==> config.mk <==
export PLATFORM = sky130hd
export DESIGN_NAME = ysyx_mem_arb
export DESIGN_NICKNAME = d
export VERILOG_FILES = /design/src/rtl/ysyx_mem_arb_pkg.sv /design/src/rtl/ysyx_mem_arb_pick.sv /design/src/rtl/ysyx_mem_arb.sv
export SDC_FILE = /design/constraint.sdc
export NUM_CORES = 1
export LEC_CHECK = 0
export CAP_MARGIN = 20
export CORE_AREA = 2 2 143 145
export CTS_CLUSTER_DIAMETER = 40
export DETAILED_ROUTE_END_ITERATION = 10
export DIE_AREA = 0 0 145 147
export DONT_BUFFER_PORTS = 1
export PLACE_DENSITY_LB_ADDON = 0.12
export SYNTH_ARGS = -nofsm -noshare
export SYNTH_HDL_FRONTEND = slang
export SYNTH_SLANG_ARGS = --single-unit
==> constraint.sdc <==
create_clock -name clk -period 2 [get_ports clk]
set_clock_uncertainty 0.05 [all_clocks]
set_input_delay 0.2 -clock clk [delete_from_list [all_inputs] [get_ports clk]]
set_output_delay 0.2 -clock clk [all_outputs]
set_load 0.01 [all_outputs]
==> src/rtl/ysyx_mem_arb_pkg.sv <==
// ysyx_mem_arb_pkg -- shared encodings for the ysyx memory arbiter.
//
// This file also acts as the shared ysyx_macro.v header: the ysyx_ARB_*
// macros below are the single source of truth for the 2-bit FSM state
// encoding and the 1-bit owner encoding. The package re-exports them as
// typed localparams so the RTL never uses raw literals.
//
// Optional feature macro used by the arbiter: YSYX_MEM_ARB_RR_EN
// (round-robin between IFU and LSU; fixed store > load > fetch otherwise).

`ifndef YSYX_MACRO_V
`define YSYX_MACRO_V
`define ysyx_ARB_IDLE     2'b00
`define ysyx_ARB_IFU_RD   2'b01
`define ysyx_ARB_LSU_RD   2'b10
`define ysyx_ARB_LSU_WR   2'b11
`define ysyx_ARB_OWN_IFU  1'b0
`define ysyx_ARB_OWN_LSU  1'b1
`endif

package ysyx_mem_arb_pkg;

    // FSM state encodings
    localparam logic [1:0] ST_IDLE   = `ysyx_ARB_IDLE;
    localparam logic [1:0] ST_IFU_RD = `ysyx_ARB_IFU_RD;
    localparam logic [1:0] ST_LSU_RD = `ysyx_ARB_LSU_RD;
    localparam logic [1:0] ST_LSU_WR = `ysyx_ARB_LSU_WR;

    // Owner encodings (which requester holds the bus / was granted last)
    localparam logic OWN_IFU = `ysyx_ARB_OWN_IFU;
    localparam logic OWN_LSU = `ysyx_ARB_OWN_LSU;

    // Fetches always read a full word
    localparam logic [7:0] FETCH_RSTRB = 8'h0f;

    // Result of one arbitration decision taken in IDLE
    typedef struct packed {
        logic       valid;
        logic [1:0] state;
    } grant_t;

    function automatic logic is_read_state(input logic [1:0] st);
        return (st == ST_IFU_RD) || (st == ST_LSU_RD);
    endfunction

    function automatic logic owner_of(input logic [1:0] st);
        return (st == ST_IFU_RD) ? OWN_IFU : OWN_LSU;
    endfunction

endpackage

==> src/rtl/ysyx_mem_arb_pick.sv <==
// ysyx_mem_arb_pick -- combinational grant decision for ysyx_mem_arb.
//
// Store beats load inside the LSU. Between LSU and IFU the LSU wins by
// default; with YSYX_MEM_ARB_RR_EN defined, a contested grant goes to the
// requester that was not granted last.

module ysyx_mem_arb_pick
    import ysyx_mem_arb_pkg::*;
(
    input  logic   store_req,
    input  logic   load_req,
    input  logic   fetch_req,
`ifdef YSYX_MEM_ARB_RR_EN
    input  logic   last_grant,
`endif
    output grant_t grant
);

    logic       lsu_req;
    logic [1:0] lsu_state;
    logic       ifu_first;

    // Pick the winning requester and the state it moves the FSM to
    always_comb begin
        lsu_req   = store_req | load_req;
        lsu_state = store_req ? ST_LSU_WR : ST_LSU_RD;
        ifu_first = 1'b0;
`ifdef YSYX_MEM_ARB_RR_EN
        ifu_first = fetch_req & lsu_req & (last_grant == OWN_LSU);
`endif
        grant.valid = lsu_req | fetch_req;
        if (ifu_first) begin
            grant.state = ST_IFU_RD;
        end else if (lsu_req) begin
            grant.state = lsu_state;
        end else if (fetch_req) begin
            grant.state = ST_IFU_RD;
        end else begin
            grant.state = ST_IDLE;
        end
    end

endmodule

==> src/rtl/ysyx_mem_arb.sv <==
// ysyx_mem_arb -- shares one read port and one write port between the
// instruction fetch unit (IFU) and the load/store unit (LSU).
//
// Optional feature: define YSYX_MEM_ARB_RR_EN for IFU/LSU round-robin.
//
// state  | meaning
// -------+-----------------------------------------------------------
// IDLE   | no transaction; arbitrate and capture the winner's request
// IFU_RD | fetch on the bus; wait for bus_rvalid, then back to IDLE
// LSU_RD | load on the bus; wait for bus_rvalid, then back to IDLE
// LSU_WR | store on the bus; wait for bus_wready, then back to IDLE
//
// Every transaction is followed by at least one IDLE cycle, there is no
// timeout, and requester valids are not looked at once a grant is made.

module ysyx_mem_arb
    import ysyx_mem_arb_pkg::*;
#(
    parameter int ADDR_W = 32,
    parameter int DATA_W = 32
) (
    input  logic              clk,
    input  logic              rst_n,

    input  logic [ADDR_W-1:0] ifu_araddr,
    input  logic              ifu_arvalid,
    output logic [DATA_W-1:0] ifu_rdata,
    output logic              ifu_rvalid,

    input  logic [ADDR_W-1:0] lsu_araddr,
    input  logic              lsu_arvalid,
    input  logic [7:0]        lsu_rstrb,
    output logic [DATA_W-1:0] lsu_rdata,
    output logic              lsu_rvalid,

    input  logic [ADDR_W-1:0] lsu_awaddr,
    input  logic              lsu_awvalid,
    input  logic [DATA_W-1:0] lsu_wdata,
    input  logic [7:0]        lsu_wstrb,
    input  logic              lsu_wvalid,
    output logic              lsu_wready,

    output logic [ADDR_W-1:0] bus_araddr,
    output logic              bus_arvalid,
    output logic [7:0]        bus_rstrb,
    input  logic [DATA_W-1:0] bus_rdata,
    input  logic              bus_rvalid,

    output logic [ADDR_W-1:0] bus_awaddr,
    output logic              bus_awvalid,
    output logic [DATA_W-1:0] bus_wdata,
    output logic [7:0]        bus_wstrb,
    output logic              bus_wvalid,
    input  logic              bus_wready
);

    logic [1:0]        state;
    logic [1:0]        state_nxt;
    grant_t            grant;
    logic              grant_take;

    logic [ADDR_W-1:0] cap_addr;
    logic [7:0]        cap_rstrb;
    logic [DATA_W-1:0] cap_wdata;
    logic [7:0]        cap_wstrb;

`ifdef YSYX_MEM_ARB_RR_EN
    logic              last_grant;
`endif

    ysyx_mem_arb_pick u_pick (
        .store_req  (lsu_awvalid & lsu_wvalid),
        .load_req   (lsu_arvalid),
        .fetch_req  (ifu_arvalid),
`ifdef YSYX_MEM_ARB_RR_EN
        .last_grant (last_grant),
`endif
        .grant      (grant)
    );

    assign grant_take = (state == ST_IDLE) && grant.valid;

    // Next state: leave IDLE on a grant, return on the bus response
    always_comb begin
        state_nxt = state;
        case (state)
            ST_IDLE:   if (grant.valid) state_nxt = grant.state;
            ST_IFU_RD: if (bus_rvalid)  state_nxt = ST_IDLE;
            ST_LSU_RD: if (bus_rvalid)  state_nxt = ST_IDLE;
            ST_LSU_WR: if (bus_wready)  state_nxt = ST_IDLE;
            default:                    state_nxt = ST_IDLE;
        endcase
    end

    // State register; a reset mid-transaction simply drops it
    always_ff @(posedge clk or negedge rst_n) begin
        if (!rst_n) begin
            state <= ST_IDLE;
        end else begin
            state <= state_nxt;
        end
    end

    // Capture the winner's request on the grant edge; bus outputs use only these
    always_ff @(posedge clk or negedge rst_n) begin
        if (!rst_n) begin
            cap_addr  <= '0;
            cap_rstrb <= '0;
            cap_wdata <= '0;
            cap_wstrb <= '0;
        end else if (grant_take) begin
            case (grant.state)
                ST_IFU_RD: begin
                    cap_addr  <= ifu_araddr;
                    cap_rstrb <= FETCH_RSTRB;
                end
                ST_LSU_RD: begin
                    cap_addr  <= lsu_araddr;
                    cap_rstrb <= lsu_rstrb;
                end
                ST_LSU_WR: begin
                    cap_addr  <= lsu_awaddr;
                    cap_wdata <= lsu_wdata;
                    cap_wstrb <= lsu_wstrb;
                end
                default: begin
                    cap_addr  <= cap_addr;
                end
            endcase
        end
    end

`ifdef YSYX_MEM_ARB_RR_EN
    // Remember who was granted last so a contested grant alternates
    always_ff @(posedge clk or negedge rst_n) begin
        if (!rst_n) begin
            last_grant <= OWN_IFU;
        end else if (grant_take) begin
            last_grant <= owner_of(grant.state);
        end
    end
`endif

    // Bus side: valids follow the state, payload comes from the capture registers
    assign bus_arvalid = is_read_state(state);
    assign bus_araddr  = cap_addr;
    assign bus_rstrb   = cap_rstrb;
    assign bus_awvalid = (state == ST_LSU_WR);
    assign bus_wvalid  = (state == ST_LSU_WR);
    assign bus_awaddr  = cap_addr;
    assign bus_wdata   = cap_wdata;
    assign bus_wstrb   = cap_wstrb;

    // Requester side: responses reach only the owner, data is zero unless valid
    assign ifu_rvalid  = (state == ST_IFU_RD) & bus_rvalid;
    assign lsu_rvalid  = (state == ST_LSU_RD) & bus_rvalid;
    assign lsu_wready  = (state == ST_LSU_WR) & bus_wready;
    assign ifu_rdata   = ifu_rvalid ? bus_rdata : '0;
    assign lsu_rdata   = lsu_rvalid ? bus_rdata : '0;

endmodule

==> run_results.csv <==
group,metric,value,unit
status,status,"finished, violations left",
status,violations,"negative hold slack",
route,vias_per_cell,4.88,
floorplanning,core,19800,um2
synthesis,synth_seq_area_share,44.8,%
clocking,cts_resized,0,
floorplanning,initial_core_util,23.1,%
final_layout,antenna_cells,0,
global_route,grt_pass1_vias,3263,
final_layout,fin_area,5510,um2
route,drtAntennaViolNets,0,
synthesis,synth_cell_types,28,
worst_setup_path,worstPathArrival,1.59,ns
final_layout,nets,618,
sta,max_freq,0.545,GHz
placed_design,place.gp.congestion,0.778,
sta,fin_crit_sh,91.8,%
power,p_clk_share,20.1,%
synthesis,synth_area_leader_cell,"dfrtp_1",
synthesis,synth_area_leaders,"dfrtp_1 (45%), mux2_4 (14%), and3_1 (8.7%), o21ai_0 (7.1%), a222oi_1 (7.0%)",
floorplanning,die_h,147,um
global_route,antenna_found_initial,0,
floorplanning,ios,366,
power,worst_ir_drop_vdd,0.000450,V
synthesis,synthCells,409,
global_route,grt_use_total,12.2,%
synthesis,async_flop_share,100,%
final_layout,fill_cells,2062,
worst_setup_path,critical_path_class,"reg2out",
global_route,grt_overflow,0,
placed_design,portBuffers,0,
power,power_switching,0.00317,W
sta,period_minus_slack,1.84,ns
floorplanning,fp.dieArea,21300,um2
synthesis,ys_ff_latch,82,
worst_setup_path,worstPathMaxFanout,33,
clocking,h-tree-depth,3,
synthesis,syn-num-nets,599,
clocking,clock_sinks,82,
floorplanning,row_count,52,
power,p_per_area,1420,nW/um2
power,leakagePower,2.49,nW
global_route,grt_pass1_wl,20500,um
sta,finalSetupViolCount,0,
route,avgRoutedWirePerCell,19.9,um
final_layout,area_growth,20.4,%
route,first_pass_iters,6,
route,vias,3434,
sta,tightest_slew,0.405,ns
synthesis,synth_edf_count,0,
synthesis,ys.flop_type,"dfrtp_1",
synthesis,syn_area,4580,um2
placed_design,hpwl,9770,um
synthesis,synth.avg_cell_area,11.2,um2
route,wl,14000,um
power,power,0.00785,W
run,cap_violations,0,
clocking,cts_inserted_buffers,9,
power,pwr-share-comb,32.4,%
worst_hold_path,hold_path.class,"in2async",
placed_design,place_area,4690,um2
sta,holdWs,-0.495,ns
worst_setup_path,end_kind,"primary output",
floorplanning,die-width,145,um
sta,slew_violations,0,
sta,hold_violations,82,
sta,slew_headroom,72.9,%
worst_setup_path,cp.required,1.75,ns
clocking,tritoncts,"done",
sta,fin_tns_setup,0,ns
final_layout,drive_above_1_share,22.6,%
clocking,cts_buffer_depth,2,
power,power_frac_seq,47.6,%
synthesis,synth_top_area_share,44.8,%
sta,rsz0062_at_grt,"false",
clocking,clockRootBuffer,"clkbuf_16",
clocking,clkLatencyLatePin,0.34,ns
route,first_iter_violations,230,
synthesis,yosys_warnings,0,
power,p_int,0.00468,W
clocking,postCtsHoldBufs,47,
global_route,grt_start_max_net_pins,83,
worst_setup_path,cp-start-kind,"flip-flop",
power,p_sw_share,40.3,%
route,drc_errors,0,
clocking,clk_pin_slew,0.07,ns
[worst paths after layout]
path,endpoint,depth (start not counted),slack (ns),startpoint
hold / removal,bus_wdata[26],0,-0.49,rst_n
setup reg to reg,bus_wdata[7],7,0.31,state[0]
hold reg to reg,bus_wdata[27],1,0.53,bus_wdata[27]
min in group clk,bus_araddr[17],2,0.02,ifu_araddr[17]
max in group asynchronous,bus_araddr[26],0,2.28,rst_n
setup / recovery,ifu_rdata[31],5,0.16,state[1]
[what timing repair did]
action,in CTS,in global routing
endpoints found under the setup margin,0,20
buffers inserted,0,8
endpoints found under the hold margin,129,82
[area by class of cell]
class | instances | area [um2] | share of cell area [%]
multi-input combinational | 248 | 2040 | 37.0
tap | 270 | 338 | 6.13
clock buffer | 10 | 229 | 4.15
inverter | 7 | 26.3 | 0.477
timing repair buffer | 80 | 781 | 14.2
sequential | 82 | 2050 | 37.2
clock inverter | 6 | 48.8 | 0.885
[cells by family after synthesis]
kind of cell	synth area share, %
compound gates	16.9
simple gates	11.4
flops	44.8
buf+inv	10.8
mux	14.4
fa+ha+maj	1.64
[flip-flops by register name (all words and copies together), names as in the netlist]
signal / cells
bus_wdata: 32
bus_wstrb: 8
state: 2
bus_rstrb: 8
bus_araddr: 32
[routing by layer]
layer  wire length (um)  track usage, %  vias to the layer above
met5                  0               0                        -
met4                212            3.76                        0
met3               1180            4.44                       13
li1                   -               -                     1533
met1               6160            15.9                     1689
met2               6440            19.1                      199
[critical path, cell delays in order, from the launching register on]
cell	delay [ns]
dfrtp_1	0.38
inv_1	0.08
buf_4	0.12
ha_1	0.13
buf_4	0.26
and3_1	0.27
[stage by stage]
| stage | instances | utilization [%] | worst slack, ns | hold WS, ns |
|---|---|---|---|---|
| 4_1_cts | 695 | 27.4 | 0.0545 | -0.522 |
| 6_report | 703 | 27.8 | 0.165 | -0.495 |
| 3_3_place_gp | 632 | 23.6 | 0.0261 | -0.144 |
| 3_5_place_dp | 632 | 23.6 | -0.0128 | -0.143 |
| 2_1_floorplan | 409 | - | 0.326 | -0.146 |
| 5_1_grt | 703 | 27.8 | 0.0690 | -0.529 |
[cell usage after synthesis (all sizes together) (2+ instances only)]
cell type / instances
a211oi: 2
a21oi: 2
a222oi: 32
and2: 3
and3: 64
buf: 51
clkbuf: 21
dfrtp: 82
ha: 6
inv: 7
mux2: 44
nand2: 6
nand2b: 6
nor2: 3
nor2b: 2
o21ai: 68
o31ai: 4
[cell usage in the layout (no fill, tap or decap)]
cell type,instances
o21ai_1,3
buf_4,28
inv_1,7
nand2b_1,6
a211oi_1,1
a22o_1,1
nor2_2,1
inv_6,2
mux2_4,44
and2_1,3
clkinv_2,1
a222oi_1,32
a21oi_1,2
dfrtp_1,82
o211a_1,1
clkbuf_1,1
and3_1,64
or2_2,1
nand2_1,6
o22a_1,1
o21ai_0,65
inv_8,1
ha_1,5
nor2b_1,2
o31ai_1,4
clkinvlp_4,2
a21boi_0,1
nor2_4,2
dlygate4sd3_1,47
clkbuf_16,9
ha_2,1
o32ai_1,1
buf_12,5
a211oi_4,1
[power groups by stage]
stage | Sequential [W] | Combinational, W | Clock, W
6_report | 0.00373 | 0.00254 | 0.00158
5_1_grt | 0.00387 | 0.00279 | 0.00173
4_1_cts | 0.00376 | 0.00252 | 0.00167
3_5_place_dp | 0.00378 | 0.00243 | 0
3_3_place_gp | 0.00382 | 0.00237 | 0
2_1_floorplan | 0.00332 | 0.00253 | 0
Note: power is estimated with default switching activity, not from simulation.
